==> config.mk <==
export PLATFORM = sky130hd
export DESIGN_NAME = remote_cmd_decoder
export DESIGN_NICKNAME = d
export VERILOG_FILES = /design/src/rtl/remote_cmd_pkg.sv /design/src/rtl/uart_rx.sv /design/src/rtl/remote_cmd_decoder.sv
export SDC_FILE = /design/constraint.sdc
export NUM_CORES = 1
export LEC_CHECK = 0
export BUFFER_PORTS_ARGS = -buffer_cell sky130_fd_sc_hd__buf_4
export CORE_AREA = 2 2 159 161
export CTS_BUF_LIST = sky130_fd_sc_hd__clkbuf_4 sky130_fd_sc_hd__clkbuf_8 sky130_fd_sc_hd__clkbuf_16
export DETAILED_ROUTE_END_ITERATION = 10
export DIE_AREA = 0 0 161 163
export PLACE_DENSITY = 0.63
export SLEW_MARGIN = 5
export SYNTH_ARGS = -nofsm -noshare
export SYNTH_HDL_FRONTEND = slang
export SYNTH_SLANG_ARGS = --single-unit
==> constraint.sdc <==
create_clock -name clk -period 4.4 [get_ports clk]
set_input_delay 0.22 -clock clk [delete_from_list [all_inputs] [get_ports clk]]
set_output_delay 0.22 -clock clk [all_outputs]
set_load 0.005 [all_outputs]
==> src/rtl/remote_cmd_pkg.sv <==
// Command byte codes, receiver state encoding and decode helpers shared by
// the remote command front end.
package remote_cmd_pkg;

    localparam logic [7:0] CMD_FWD     = 8'h46;
    localparam logic [7:0] CMD_BACK    = 8'h42;
    localparam logic [7:0] CMD_LEFT    = 8'h4C;
    localparam logic [7:0] CMD_RIGHT   = 8'h52;
    localparam logic [7:0] CMD_BRAKE   = 8'h58;
    localparam logic [7:0] CMD_STOP    = 8'h53;
    localparam logic [7:0] CMD_AUTO    = 8'h41;
    localparam logic [7:0] CMD_DANCE   = 8'h44;
    localparam logic [7:0] CMD_LED_OFF = 8'h4F;
    localparam logic [7:0] CMD_HEAD    = 8'h48;
    localparam logic [7:0] CMD_YELLOW  = 8'h59;

    localparam int NUM_PULSE = 5;

    typedef enum logic [1:0] {
        IDLE  = 2'd0,
        START = 2'd1,
        DATA  = 2'd2,
        STOP  = 2'd3
    } rx_state_t;

    function automatic logic is_motion_cmd(input logic [7:0] b);
        case (b)
            CMD_FWD, CMD_BACK, CMD_LEFT, CMD_RIGHT, CMD_BRAKE: return 1'b1;
            default: return 1'b0;
        endcase
    endfunction

endpackage

==> src/rtl/uart_rx.sv <==
// 8N1 UART receiver: two-flop synchronizer, start-bit qualification at half
// a bit, then centre sampling of 8 data bits and the stop bit.
module uart_rx
    import remote_cmd_pkg::*;
#(
    parameter int CLKS_PER_BIT = 10416
) (
    input  logic       clk,
    input  logic       rst,
    input  logic       serial_in,
    output logic [7:0] rx_byte,
    output logic       rx_valid,
    output logic       frame_err
);

    localparam int CW = $clog2(CLKS_PER_BIT);
    localparam logic [CW-1:0] HALF_LAST = CW'(CLKS_PER_BIT / 2 - 1);
    localparam logic [CW-1:0] FULL_LAST = CW'(CLKS_PER_BIT - 1);
    localparam logic [CW-1:0] CNT_ONE   = CW'(1);

    logic          sync1_r;
    logic          sync2_r;
    rx_state_t     state_r;
    logic [CW-1:0] clk_cnt_r;
    logic [2:0]    bit_idx_r;
    logic [7:0]    shift_r;

    // Synchronizer resets high so leaving reset never mimics a start bit
    always_ff @(posedge clk) begin
        if (rst) begin
            sync1_r <= 1'b1;
            sync2_r <= 1'b1;
        end else begin
            sync1_r <= serial_in;
            sync2_r <= sync1_r;
        end
    end

    // Receiver state machine with registered byte and strobes
    always_ff @(posedge clk) begin
        if (rst) begin
            state_r   <= IDLE;
            clk_cnt_r <= '0;
            bit_idx_r <= 3'd0;
            shift_r   <= 8'h00;
            rx_byte   <= 8'h00;
            rx_valid  <= 1'b0;
            frame_err <= 1'b0;
        end else begin
            rx_valid  <= 1'b0;
            frame_err <= 1'b0;
            case (state_r)
                IDLE: begin
                    clk_cnt_r <= '0;
                    if (!sync2_r) begin
                        state_r <= START;
                    end
                end
                START: begin
                    if (clk_cnt_r == HALF_LAST) begin
                        clk_cnt_r <= '0;
                        bit_idx_r <= 3'd0;
                        state_r   <= sync2_r ? IDLE : DATA;
                    end else begin
                        clk_cnt_r <= clk_cnt_r + CNT_ONE;
                    end
                end
                DATA: begin
                    if (clk_cnt_r == FULL_LAST) begin
                        clk_cnt_r <= '0;
                        shift_r   <= {sync2_r, shift_r[7:1]};
                        if (bit_idx_r == 3'd7) begin
                            state_r <= STOP;
                        end else begin
                            bit_idx_r <= bit_idx_r + 3'd1;
                        end
                    end else begin
                        clk_cnt_r <= clk_cnt_r + CNT_ONE;
                    end
                end
                STOP: begin
                    if (clk_cnt_r == FULL_LAST) begin
                        clk_cnt_r <= '0;
                        state_r   <= IDLE;
                        if (sync2_r) begin
                            rx_byte  <= shift_r;
                            rx_valid <= 1'b1;
                        end else begin
                            frame_err <= 1'b1;
                        end
                    end else begin
                        clk_cnt_r <= clk_cnt_r + CNT_ONE;
                    end
                end
                default: begin
                    state_r   <= IDLE;
                    clk_cnt_r <= '0;
                end
            endcase
        end
    end

endmodule

==> src/rtl/remote_cmd_decoder.sv <==
// Bluetooth serial command front end: decodes ASCII bytes into held motion
// levels with a link-loss timeout and fixed-width mode/LED pulses.
module remote_cmd_decoder
    import remote_cmd_pkg::*;
#(
    parameter int CLKS_PER_BIT = 10416,
    parameter int HOLD_CYCLES  = 20_000_000,
    parameter int PULSE_CYCLES = 2_000_000
) (
    input  logic       clk,
    input  logic       rst,
    input  logic       uart_rx,
    output logic       forward,
    output logic       backward,
    output logic       left,
    output logic       right,
    output logic       car_break_signal,
    output logic       auto_mode_signal,
    output logic       dance_mode_signal,
    output logic       LED_shutdown,
    output logic       LED_headlight,
    output logic       LED_yellowflash,
    output logic [7:0] rx_byte,
    output logic       rx_valid,
    output logic       frame_err
);

    localparam int HW = $clog2(HOLD_CYCLES + 1);
    localparam int PW = $clog2(PULSE_CYCLES + 1);
    localparam logic [HW-1:0] HOLD_LOAD  = HW'(HOLD_CYCLES);
    localparam logic [HW-1:0] HOLD_ONE   = HW'(1);
    localparam logic [PW-1:0] PULSE_LOAD = PW'(PULSE_CYCLES);
    localparam logic [PW-1:0] PULSE_ONE  = PW'(1);

    logic                 motion_s;
    logic                 expire_s;
    logic [NUM_PULSE-1:0] pulse_load_s;
    logic [HW-1:0]        hold_cnt_r;
    logic [PW-1:0]        pulse_cnt_r [NUM_PULSE];
    logic [NUM_PULSE-1:0] pulse_r;

    uart_rx #(
        .CLKS_PER_BIT(CLKS_PER_BIT)
    ) u_rx (
        .clk      (clk),
        .rst      (rst),
        .serial_in(uart_rx),
        .rx_byte  (rx_byte),
        .rx_valid (rx_valid),
        .frame_err(frame_err)
    );

    // Classify the received byte; a motion byte cancels a coincident expiry
    always_comb begin
        motion_s     = 1'b0;
        pulse_load_s = '0;
        if (rx_valid) begin
            motion_s = is_motion_cmd(rx_byte);
            case (rx_byte)
                CMD_AUTO:    pulse_load_s[0] = 1'b1;
                CMD_DANCE:   pulse_load_s[1] = 1'b1;
                CMD_LED_OFF: pulse_load_s[2] = 1'b1;
                CMD_HEAD:    pulse_load_s[3] = 1'b1;
                CMD_YELLOW:  pulse_load_s[4] = 1'b1;
                default:     pulse_load_s    = '0;
            endcase
        end else begin
            motion_s = 1'b0;
        end
        expire_s = (hold_cnt_r == HOLD_ONE) && !motion_s;
    end

    // Held motion/brake levels and the link-loss hold counter
    always_ff @(posedge clk) begin
        if (rst) begin
            forward          <= 1'b0;
            backward         <= 1'b0;
            left             <= 1'b0;
            right            <= 1'b0;
            car_break_signal <= 1'b0;
            hold_cnt_r       <= '0;
        end else begin
            if (expire_s) begin
                forward          <= 1'b0;
                backward         <= 1'b0;
                left             <= 1'b0;
                right            <= 1'b0;
                car_break_signal <= 1'b0;
            end
            if (hold_cnt_r != '0) begin
                hold_cnt_r <= hold_cnt_r - HOLD_ONE;
            end
            if (rx_valid) begin
                case (rx_byte)
                    CMD_FWD: begin
                        forward          <= 1'b1;
                        backward         <= 1'b0;
                        car_break_signal <= 1'b0;
                        hold_cnt_r       <= HOLD_LOAD;
                    end
                    CMD_BACK: begin
                        backward         <= 1'b1;
                        forward          <= 1'b0;
                        car_break_signal <= 1'b0;
                        hold_cnt_r       <= HOLD_LOAD;
                    end
                    CMD_LEFT: begin
                        left       <= 1'b1;
                        right      <= 1'b0;
                        hold_cnt_r <= HOLD_LOAD;
                    end
                    CMD_RIGHT: begin
                        right      <= 1'b1;
                        left       <= 1'b0;
                        hold_cnt_r <= HOLD_LOAD;
                    end
                    CMD_BRAKE: begin
                        car_break_signal <= 1'b1;
                        forward          <= 1'b0;
                        backward         <= 1'b0;
                        hold_cnt_r       <= HOLD_LOAD;
                    end
                    CMD_STOP: begin
                        forward          <= 1'b0;
                        backward         <= 1'b0;
                        left             <= 1'b0;
                        right            <= 1'b0;
                        car_break_signal <= 1'b0;
                        hold_cnt_r       <= '0;
                    end
                    default: begin
                    end
                endcase
            end
        end
    end

    // Pulse counters; a reload while active stretches the same pulse
    always_ff @(posedge clk) begin
        if (rst) begin
            for (int i = 0; i < NUM_PULSE; i++) begin
                pulse_cnt_r[i] <= '0;
            end
            pulse_r <= '0;
        end else begin
            for (int i = 0; i < NUM_PULSE; i++) begin
                if (pulse_load_s[i]) begin
                    pulse_cnt_r[i] <= PULSE_LOAD;
                    pulse_r[i]     <= 1'b1;
                end else if (pulse_cnt_r[i] != '0) begin
                    pulse_cnt_r[i] <= pulse_cnt_r[i] - PULSE_ONE;
                    pulse_r[i]     <= (pulse_cnt_r[i] != PULSE_ONE);
                end else begin
                    pulse_r[i] <= 1'b0;
                end
            end
        end
    end

    assign {LED_yellowflash, LED_headlight, LED_shutdown,
            dance_mode_signal, auto_mode_signal} = pulse_r;

endmodule

After elaboration in Yosys (flattened, before gate mapping)
Memories as Yosys holds them, arrays and structs flattened. Index checks and enable logic that the tools add are counted.

Flip-flop bits (word level): 74. Bits in latches: 0. RAM bits: 105. ROM bits: 0. Memories kept: 1.

Memories: pulse_cnt_r (depth 5, bits a word 21, rd ports 5, clocked after memory_dff 0, write ports 5, line remote_cmd_decoder.sv:39) `logic [PW-1:0] pulse_cnt_r [NUM_PULSE];`.

$add $sub $neg: 8. Multipliers: 0. Divide/modulo/power cells: 0. $lt $le $gt $ge: 0. Equality and inequality tests: 29. Shift operators: 0. Multiplexer cells: 99. Bitwise gates (word level): 12. Reductions and logical operators: 22.

Operators by type and width (count): $mux 21 (10); $ne 21x1->1 const B (5); $reduce_bool 21->1 (5); $sub 21x1->21 const B (5); $eq 8x7->1 const B (11); $mux 1 (66); $mux 25 (2); $pmux 25 s2 (1); $pmux 14 s3 (1); $mux 14 (2); $eq 25x1->1 const B (1); $reduce_bool 25->1 (1); $sub 25x1->25 const B (1); $add 14x1->14 const B (1); $eq 14x13->1 const B (1); $eq 14x14->1 const B (1); $mux 2 (6); $reduce_or 3->1 (4); $or 1x1->1 (10); $pmux 1 s2 (5); $mux 3 (3); $ne 2x1->1 const B (4); $pmux 2 s4 (1); $pmux 3 s2 (1); 17 further kinds (22).

Logic depth before layout (Yosys ltp)
Gate-level depths: netlist (run 1).

Depth in word-level cells: 9. Mapped depth: 9.

Cells and area by module
From an unflattened synthesis (run 1), not the netlist that was laid out.

Cells, all modules: 950. Area, all modules: 9392.8 sq um.

Modules (own cells, without submodules): remote_cmd_decoder (instances 1, cells each 750, area an instance 7606.0 sq um, seq. area each 3853.7 sq um); uart_rx (instances 1, cells each 200, area an instance 1786.7 sq um, seq. area each 780.7 sq um).

Least setup slack after synthesis (run 1)
Ideal clock, no wire load.

Kind: register -> register. Start point: memory pulse_cnt_r[2][14] (netlist name). End point: memory pulse_cnt_r[4][10] (netlist name) (data pin). Arrival time: 2.682 ns. Data required time: 4.130 ns. Setup slack: 1.448 ns. Cell stages (with the launch flop): 7. Cells stage by stage: edfxtp_1 or4_4 or4_4 or4_4 nor4b_4 buf_6 a21oi_1.

RTL lines (line): start: declaration (remote_cmd_decoder.sv:39).

==> summary by stage, run 1 <==
Floorplan
The vertical extent of the die is approximately 160 um. The horizontal extent of the die is 161 um. The placeable core area is approximately 25000 sq um. During I/O placement, the number of pins put on the boundary was 23.

The overall die area is 26240 sq um. The number of core rows is 58. The initial utilization of the core area, before any placement, comes to 0.3839.

Yosys
The commonest register cell after synthesis is edfxtp_1. The number of warnings reported in the yosys synthesis log is 0. Synthesis produced a netlist with a net count of 987. The mean cell area of the mapped netlist is 9.825 sq um.

In this run, synthesis produced a sequential element count of 179. The sequential-to-total area share from yosys stat is 0.4893. After synthesis, the share of flip-flops with an asynchronous set or reset is 0. The number of distinct library cell variants in the gate-level netlist after synthesis is 62. The synthesized area is 9472 sq um. Yosys mapped a number of flops with a built-in enable equal to between 100 and 150.

Synthesis produced a netlist whose cell count is between 900 and 1000.

Timing
The clock period minus final worst setup slack is roughly 3300 ps. The final count of negative-setup-slack endpoints is 0. The setup skew after layout is 12.50 ps.

The final-report hold violation count was 0. The count of pins over their slew limit is 0. The worst pin sits at a relative slew slack of 0.3463. Timing would allow up to 299.5 MHz.

The worst setup slack after layout is approximately 1100 ps. Setup repair after global routing left no endpoint under its margin. Summed over all failing endpoints, the final setup total negative slack is 0 ps.

The final worst-path cycle share is 0.7590. The actual transition at the worst max-transition pin is between 900 and 1000 ps.

Critical path
The largest incremental delay on the critical path is around 600 ps. Among the stages of the critical path, the cell type that occurs most often is or4_4. The worst-path cell with the longest stage delay is nor4b_4. The top fanout value on the critical path is 26. The nature of the critical path endpoint is a flop. By startpoint and endpoint, the worst setup path is classified as reg2reg. The worst path required time is 4560 ps. The startpoint type of the worst setup path is a flop. For the worst setup path, the data arrival time is 3500 ps. The flop-to-flop setup slack is 1060 ps.

Walking the worst path, the cells encountered are or4_4, or4_4, or4_4, nor4b_4, buf_12, a21oi_1.

GRT
The number of global-route vias before repair is 6838. The number of antenna violations at the first check in global routing came to 0. The first global-routing pass estimated 33.54 mm of wire. The total overflow left after global routing is 0. Entering global routing, the biggest net connects 38 pins. For this run, the total global-route usage over all layers was measured as 0.1549.

Cells and area
For this run, the post-layout net count is 1001. Relative to the synthesized area, the layout overhead comes to 11.62%. Once layout is done, the placed cells without fillers occupy 10570 sq um.

The top cell types in the final layout, fill and taps aside, are nor2_1, edfxtp_1, dfxtp_1, xnor2_1. The filler cells instantiated in the layout total about 2400. Of the cells placed in the final design, the portion with a size suffix greater than 1 is 0.08880. The number of antenna diodes is 0. The leading cell type in the layout, fill and taps excluded is nor2_1.

Power
The power per standard cell area is just under 600 nW/um^2. The design draws 6.242 mW. The maximum vdd ir drop is 0.0002442 V. In this run the static leakage power is 3.753 nW.

Detailed routing
In the final routed layout, each cell accounts on average for 14.89 um. Wires add up to about 20 mm. The detail route stage leaves a number of antenna-violating nets equal to 0.

The DRC violation count after routing is 0. In this run, the number of DRC markers left after iteration 0 of detailed routing was 497. After detailed routing, the number of vias per cell comes to 5.395. The final route contains 7127 vias.

The count of TritonRoute iterations in the first routing pass is 4.

CTS
The H-tree generated during clock tree synthesis spans 4 levels. Clock-pin slew was measured on the worst setup and hold paths at about 70 ps. Counting every sink on the clock net gives 179.

The count of cells resized by post-cts repair is 0. The number of buffers on the longest clock path is 2. The total CTS buffers is 17. The CTS root buffer is clkbuf_16.

TritonCTS built the clock tree. Clock latency on the worst-skew pair, taken at its later pin, is 440 ps.

Placement
The routability congestion estimate is 0.8115. The half-perimeter wire length of the detailed placement result is ~13 mm. Input and output buffers added on the ports amount to 22. At the placement stage, the worst setup path has a slack of ~1100 ps. In this run the cell area measured after placement is 9976 sq um.

Min path
The min-delay analysis places its worst path in the category in2reg.

Flow run
The count of maximum capacitance violations is 0.

Status
The flow ran to the end, and the final reports show no timing, DRC or antenna violations.
## kinds of logic after synthesis
family	synth area share
xor+xnor	0.08970
fa+ha+maj	0.02642
mux	0.02021
flops	0.4893
compound gates	0.1055
simple gates	0.2399
buf+inv	0.02893
## layout make-up
cell class / count / area, sq um / share of cell area
clock inverters: 11 / 101.3 / 0.009586
well taps: 330 / 412.9 / 0.03905
inverters: 28 / 105.1 / 0.009941
multi-input cells: 718 / 4563 / 0.4316
clock buffers: 21 / 485.5 / 0.04592
repair buffers: 34 / 270.3 / 0.02556
flip-flops and latches: 179 / 4634 / 0.4383
## path summary, 6_finish.rpt
| check | from | to | depth (start not counted) |
|---|---|---|---|
| min | rst | pulse_r[3] | 2 |
| max | pulse_cnt_r[2][14] | pulse_cnt_r[4][15] | 6 |
| min reg2reg | u_rx.sync1_r | u_rx.sync2_r | 1 |
| max reg2reg | pulse_cnt_r[2][14] | pulse_cnt_r[4][15] | 6 |
## Yosys cell counts (7+ instances only)
cell type    n  area [sq um]
nor2_1     158         593.1
edfxtp_1   105          3153
dfxtp_1     74          1481
xnor2_1     53         464.2
nand2_1     44         165.2
xor2_1      44         385.4
a21oi_1     38         190.2
nor3_1      37         185.2
a211oi_1    34         255.2
clkbuf_1    33         123.9
nor4_1      32         200.2
nand3_1     31         155.2
inv_1       28         105.1
o21ai_0     26         130.1
or4_1       26         195.2
or3_1       23         143.9
ha_1        20         250.2
mux2i_1     18         180.2
o31ai_1     12         90.09
nand4_1     10         62.56
nand3b_1     8         60.06
or2_2        8         50.05
nand2b_1     7         43.79
nor2b_1      7         43.79
## registers in the layout, indices dropped and copies added, names as in the netlist, 3 cells and up, named ones only
name	flops
pulse_r	5
hold_cnt_r	25
u_rx.shift_r	8
pulse_cnt_r	105
u_rx.bit_idx_r	3
u_rx.clk_cnt_r	14
u_rx.rx_byte	8
## report_power, final
part | total [mW] | leakage (nW) | internal, mW | switching, mW
Combinational | 2.12 | 1.63 | 0.903 | 1.22
Sequential | 2.61 | 1.83 | 2.23 | 0.382
Clock | 1.51 | 0.299 | 0.835 | 0.678
Total | 6.24 | 3.75 | 3.96 | 2.28
## worst max-delay path: cells and delay by family, from the launching register on
family,cells,cell delay [ps]
compound gates,1,90
simple gates,4,2250
flops,1,460
buf+inv,1,260
## what timing repair did
item                                   in CTS  in global routing
endpoints found under the hold margin       1                  0
hold buffers                                1                  0
setup buffers                               0                  0
## metrics by stage
step	std cells	hold WS [ps]	utilization
4_1_cts	1321	214.7	0.4285
6_report	1321	225.3	0.4285
5_1_grt	1321	225.6	0.4285
3_5_place_dp	1288	399.7	0.4043
3_3_place_gp	1288	392.3	0.4043
2_1_floorplan	964	323.8	-
## layer usage
metal,part of all wire,global-route usage
met1,0.50,0.2106
met2,0.46,0.2522
met3,0.027,0.02827
met4,0.013,0.04708
met5,0,0
(Power assumes the default switching activity.)
==> inputs of run 2 (changes only) <==
--- a/config.mk
+++ b/config.mk
@@ -10,7 +10,7 @@
 export CTS_BUF_LIST = sky130_fd_sc_hd__clkbuf_4 sky130_fd_sc_hd__clkbuf_8 sky130_fd_sc_hd__clkbuf_16
 export DETAILED_ROUTE_END_ITERATION = 10
 export DIE_AREA = 0 0 161 163
-export PLACE_DENSITY = 0.63
+export PLACE_DENSITY = 0.65
 export SLEW_MARGIN = 5
 export SYNTH_ARGS = -nofsm -noshare
 export SYNTH_HDL_FRONTEND = slang
==> constraint.sdc (replaced) <==
create_clock -name clk -period 2.98 [get_ports clk]
set_input_delay 0.149 -clock clk [delete_from_list [all_inputs] [get_ports clk]]
set_output_delay 0.149 -clock clk [all_outputs]
set_load 0.005 [all_outputs]
==> summary by stage, run 2 (synthesis gave the netlist of run 1 again) <==
Status
The run finished with clean final reports.

Detailed routing
The DRC violation total after the first TritonRoute iteration is 571. Summed over all layers, the routed wires come to approximately 20 mm. In the routed design, unresolved DRC markers number 0. In this run the remaining antenna-violating nets after routing total 0. The via count of the routed design is 7248. For this run, the detailed router's first-pass iteration total came to 5. The average routed wire per standard cell is 14.86 um. The average vias per placed instance is 5.373.

Floorplan
The placeable core area is approximately 25000 sq um. The number of primary I/O pins is 23. The vertical extent of the die is 163 um. The initialized floorplan defines slightly below 60 standard-cell rows. For this configuration, the core starts out at a cell density of 0.3839. The die is approximately 160 um wide. The overall die area is 26240 sq um.

CTS
Clock tree synthesis inserted a total of 17 buffers. Clock-pin slew was measured on the worst setup and hold paths at about 70 ps. The number of buffers on the longest clock path is 2. Clock latency on the worst-skew pair, taken at its later pin, is 440 ps. The H-tree was split into 4 levels. The CTS root buffer is clkbuf_16. The clock tree from TritonCTS is yes.

The number of sinks handled by clock tree synthesis is 179.

GRT
Entering global routing, the biggest net connects 29 pins. The total global routing track utilization is 0.1547. The number of antenna violations at the first check in global routing is 0. Summed over all layers, the global routing overflow is 0. The number of global-route vias before repair is between 6000 and 7000. The first global-routing pass estimated 33.51 mm of wire.

Power
The power per standard cell area is 887.5 nW/um^2. The leakage power is 3.891 nW. The worst-case IR drop observed on VDD is about 0.00043 V. The overall power after layout is just under 10 mW.

Placement
The routability congestion estimate is 0.7954. Summed over all nets, the half-perimeter wirelength after detailed placement is 13.73 mm. The count of buffers added on input and output ports is 22.

The cell area after placement is 10170 sq um.

Critical path
The largest incremental delay on the critical path is 550 ps. STA puts the critical path data required time at 3130 ps. In this run the worst path has a maximum fanout of 11. For this design, the slowest cell found on the critical path is or4_4. The most common cell type on the critical path is or4_4. The type of the worst setup path is reg2reg.

Walking the worst path, the cells encountered are or4_4, or4_4, or4_4, nor4b_4, buf_4, a311oi_1. STA classifies the critical path endpoint as a flop. STA puts the critical path data arrival time at 3050 ps. The startpoint type of the worst setup path is a flop.

Cells and area
The number of inserted filler cells in the final layout is about 2400. The multi-input logic area is 4569 sq um. The leading cell type in the layout, fill and taps excluded is nor2_1. In the final layout, the registers with the most flip-flops are pulse_cnt_r (105), hold_cnt_r (25), u_rx.clk_cnt_r (14). The repair_antennas step left the layout with diodes totalling 0. The library cells used most frequently in the layout, excluding fill and tap cells, are nor2_1, edfxtp_1, dfxtp_1, buf_4, xnor2_1. From synthesis to final layout, the design area changed by 14.27%. In the final layout, the share of cells above drive strength 1 is 0.1129. In the final layout, flip-flops and latches occupy 4634 sq um. The register with the highest flop count is pulse_cnt_r. The flip-flop count of the largest register, all copies and words added is 105. The net count reported at finish is between 1000 and 1500.

Summing all non-filler instances in the final layout gives an area of 10820 sq um.

Timing
For the final routed database, the setup TNS stands at 0 ps. For the final database, setup skew stands at 14.42 ps. Across all hold checks on the routed design, the worst slack comes to 85.43 ps.

Timing would allow up to 344.6 MHz. The clock period minus final worst setup slack is 2902 ps. The final count of negative-setup-slack endpoints is 0. The actual transition at the worst max-transition pin is about 690 ps. The worst relative slew slack is 0.5326. Setup repair after global routing could not meet its margin everywhere.

The final-report hold violation count is 0. The count of pins over their slew limit came to 0. The final worst-path cycle share is 0.9739.

Flow run
The tool flagged a number of max-cap violations equal to 0.

Min path
The path class of the tightest hold or removal check is in2reg.
-- run 2: cell types whose count changed in the layout (fill, tap and decap cells not counted), sizes merged --
cell      delta
clkinv       +1
bufinv       +3
clkinvlp     +3
inv          -3
buf         +28
clkbuf       -4
-- run 2: per-stage QoR --
step	cells	utilization	worst slack (ps)
2_1_floorplan	964	-	27.67
3_3_place_gp	1316	0.4123	111.0
4_1_cts	1349	0.4382	54.24
6_report	1349	0.4386	77.79
3_5_place_dp	1316	0.4123	78.64
5_1_grt	1349	0.4386	-6.079
-- run 2: area by class of cell --
cell class	count	area share
clock inverter	15	0.01884
clock buffer	17	0.03931
timing repair buffer	62	0.04358
tap	330	0.03815
multi-input combinational	718	0.4222
inverter	28	0.009711
sequential	179	0.4282
-- run 2: path summary, 6_finish.rpt --
check	startpoint	endpoint	slack, ps	depth (start not counted)
max reg2reg	pulse_cnt_r[2][15]	pulse_cnt_r[0][7]	80	6
min reg2reg	u_rx.sync1_r	u_rx.sync2_r	410	1
min	rst	u_rx.shift_r[2]	90	2
max	pulse_cnt_r[2][15]	pulse_cnt_r[0][7]	80	6
-- run 2: critical path, delay by kind of cell (launching register included) --
family / cells / cell delay (ps)
buf+inv: 1 / 250
flops: 1 / 410
simple gates: 4 / 1900
compound gates: 1 / 60
-- run 2: power by group --
part	switching (mW)	leakage, nW	internal [mW]
clock network	1.01	0.299	1.42
registers	0.538	1.83	3.28
logic	1.90	1.76	1.46
-- run 2: routing by layer --
metal | track usage | routed length (um)
met4 | 0.03490 | 167
met3 | 0.03489 | 778
met2 | 0.2491 | 9145
met1 | 0.2132 | 9958
met5 | 0 | 0
-- run 2: what timing repair did --
action	CTS	global route
setup endpoints to repair	0	9
hold endpoints to repair	1	0
buffers inserted	0	0
resized for setup	0	2
hold buffers	1	0
==> inputs of run 3 (changes only) <==
==> constraint.sdc (replaced) <==
create_clock -name clk -period 2.5 [get_ports clk]
set_input_delay 0.125 -clock clk [delete_from_list [all_inputs] [get_ports clk]]
set_output_delay 0.125 -clock clk [all_outputs]
set_load 0.005 [all_outputs]
==> summary by stage, run 3 (synthesis gave the netlist of run 1 again) <==
Status
The flow ran to the end, but the final reports show violations. The final reports fail on negative setup slack.

Floorplan
In this run the standard cell core region covers 24670 sq um. The die is ~160 um wide. The floorplan has 58 rows.

Pin placement for this block handled 23 I/O pins. The initial utilization of the core area, before any placement, comes to 0.3839. The overall die area is 26240 sq um. Measured along the y axis, the die boundary spans 163 um.

Cells and area
The share of the core filled with cells in the final layout is 0.4658. The largest registers in the layout are pulse_cnt_r (105), hold_cnt_r (25), u_rx.clk_cnt_r (14). The area growth from synthesis to final layout is 21.33%. For this run, the post-layout net count is 1106. The ratio of cells with drive above 1 in the final layout is 0.1962. The leading cell type in the layout, fill and taps excluded is nor2_1. The number of antenna diodes in the final layout is 0.

pulse_cnt_r holds more flip-flops than any other register. The register with the most flip-flops in the layout has 105 of them. In the layout the commonest cells are nor2_1, buf_4, edfxtp_1, dfxtp_1, xnor2_1.

The final cell count without fillers is 1426. Summing all non-filler instances in the final layout gives an area of 11490 sq um.

CTS
The clock input transition at the sequential cells of the worst setup and hold paths is ~70 ps. Clock tree synthesis inserted a total of 17 buffers. CTS built an H-tree with a depth of 4. The number of sinks handled by clock tree synthesis is 179. In this run the deepest clock path goes through 2 buffers.

The CTS root buffer is clkbuf_16. The clock tree from TritonCTS is yes. The worst-skew pair later-pin latency is 430 ps.

Critical path
The critical path depth in cells is 7. The type of the worst setup path is reg2reg. The startpoint of the worst setup timing path is pulse_cnt_r[2][17].

The worst register-to-register path ends at pulse_cnt_r[0][17]. The signal on the critical path passes through or4_4, or4_4, or4_4, nor4b_4, buf_4, buf_8, a211oi_1. The setup check on the worst reg-to-reg path leaves a slack of -270 ps. STA classifies the critical path endpoint as a flop. The number of buffers and inverters on the critical path is 2. The largest incremental delay on the critical path is around 540 ps. Data on the critical path is required at its endpoint by 2640 ps. The dominant delay contributor by cell family on the critical path is simple AND/OR/NAND/NOR gates. In this run the worst setup path terminates at pulse_cnt_r[0][17]. The arrival time at the worst endpoint is just under 3000 ps.

Of all nets on the critical path, the largest fanout is 14. The most common cell type on the critical path is or4_4. The launch instance of the worst register-to-register path is pulse_cnt_r[2][17]. The depth of the worst register-to-register path is 7. The worst-path cell with the longest stage delay is or4_4. The startpoint type of the worst setup path is a flop.

Min path
In this run the most critical hold path is launched from rst. The path category of the worst min-delay check is in2reg.

Power
The power per standard cell area is approximately 1000 nW/um^2. Across the VDD grid, the largest voltage drop is 0.0004770 V. For this design the static power due to leakage is approximately 4.3 nW. The completed layout was analyzed and its total power is 11.83 mW.

Timing
The achievable frequency is 360.6 MHz. After layout, the worst setup slack is -273.0 ps. The final-report hold violation count was 0.

In the finished design, the share of the clock period the worst path needs comes to 1.109. The count of pins over their slew limit is 0. The aggregate negative setup slack is -8711 ps. At the pin with the least slew margin, the transition time is 659.0 ps. Setup repair after global routing could not meet its margin everywhere. Final hold analysis gives a worst-case slack of 186.7 ps. The setup skew after layout is about 13 ps. The final count of negative-setup-slack endpoints is 35. Measured against its own limit, the worst slew margin works out to 0.5598. The clock period minus final worst setup slack is 2773 ps.

GRT
The total overflow reported by the global router is 0. Entering global routing, the biggest net connects 37 pins. The number of antenna violations at the first check in global routing is 0. Across every metal layer, demand over resource in global routing totals 0.1590. The number of global-route vias before repair is 7114. The first-pass GRT wire length is 34.38 mm.

Placement
The count of input and output buffers is 22. At the placement stage, the worst setup path has a slack of -393.4 ps. The number of cells in the design after placement is between 1000 and 1500.

At the end of routability-driven placement, the weighted congestion stood at between 0.8 and 0.9. After detailed placement, the total cell area comes to 10790 sq um. The wire-length estimate of the detail-placed layout is 14.17 mm.

Flow run
The count of maximum capacitance violations is 0.

Detailed routing
After detailed routing, the average wire length per cell comes to 14.38 um. The number of nets with antenna violations after detailed routing is 0. For this block, the via count after detailed routing is 7503.

The DRC violation count after routing is 0. The average vias per placed instance is 5.262. The final wirelength is 20.51 mm. The count of TritonRoute iterations in the first routing pass is 5. The DRC violation total after the first TritonRoute iteration is 594.
run 3: cell types whose count changed in the layout (fill, tap and decap cells not counted), moves of 4 or more:
cell	delta
buf_4	+71
a21oi_1	-6
a211oi_1	-8
bufinv_16	-4
a21oi_2	+6
buf_12	+4
a211oi_2	+8
run 3: worst reg2reg max path, delay by kind of cell, from the launching register on:
family                 cells  cell delay, ps
AO/OA/AOI/OAI              1              60
AND/OR/NAND/NOR            4            1730
buffers and inverters      2             330
flip-flops                 1             380
run 3: final cells by class:
cell class / count / area [sq um]
Sequential cell: 179 / 4634
Inverter: 28 / 105.1
Fill cell: 2340 / 13180
Multi-Input combinational cell: 718 / 4661
Timing Repair Buffer: 139 / 1115
Clock inverter: 13 / 117.6
Clock buffer: 19 / 446.7
Tap cell: 330 / 412.9
run 3: repair_timing:
action | CTS | global route
gates resized for setup | 18 | 5
cloned | 1 | 0
buffers inserted | 3 | 3
endpoints found under the hold margin | 1 | 0
hold buffers | 1 | 0
setup endpoints to repair | 35 | 38
pin swaps | 8 | 0
run 3: power by group:
group	switching, mW	leakage [nW]	internal (mW)
Combinational	2.49	2.19	2.29
Sequential	0.540	1.83	3.90
Clock	1.26	0.281	1.35
run 3: worst min path at each step:
stage	slack, ps	endpoint	depth (start not counted)
floorplan	230	u_rx.sync1_r	1
global placement	310	u_rx.sync1_r	2
detailed placement	310	u_rx.sync1_r	2
CTS	170	pulse_r[3]	2
global route	190	pulse_r[3]	2
finish	190	pulse_r[3]	2
run 3: layer usage:
layer / wire, um / global-route usage / part of all wire / vias up
met2: 9343 / 0.2567 / 0.46 / 144
met1: 10120 / 0.2215 / 0.49 / 3532
met4: 262 / 0.03206 / 0.013 / 0
met3: 780 / 0.03361 / 0.038 / 21
li1: - / - / - / 3806
met5: 0 / 0 / 0 / -
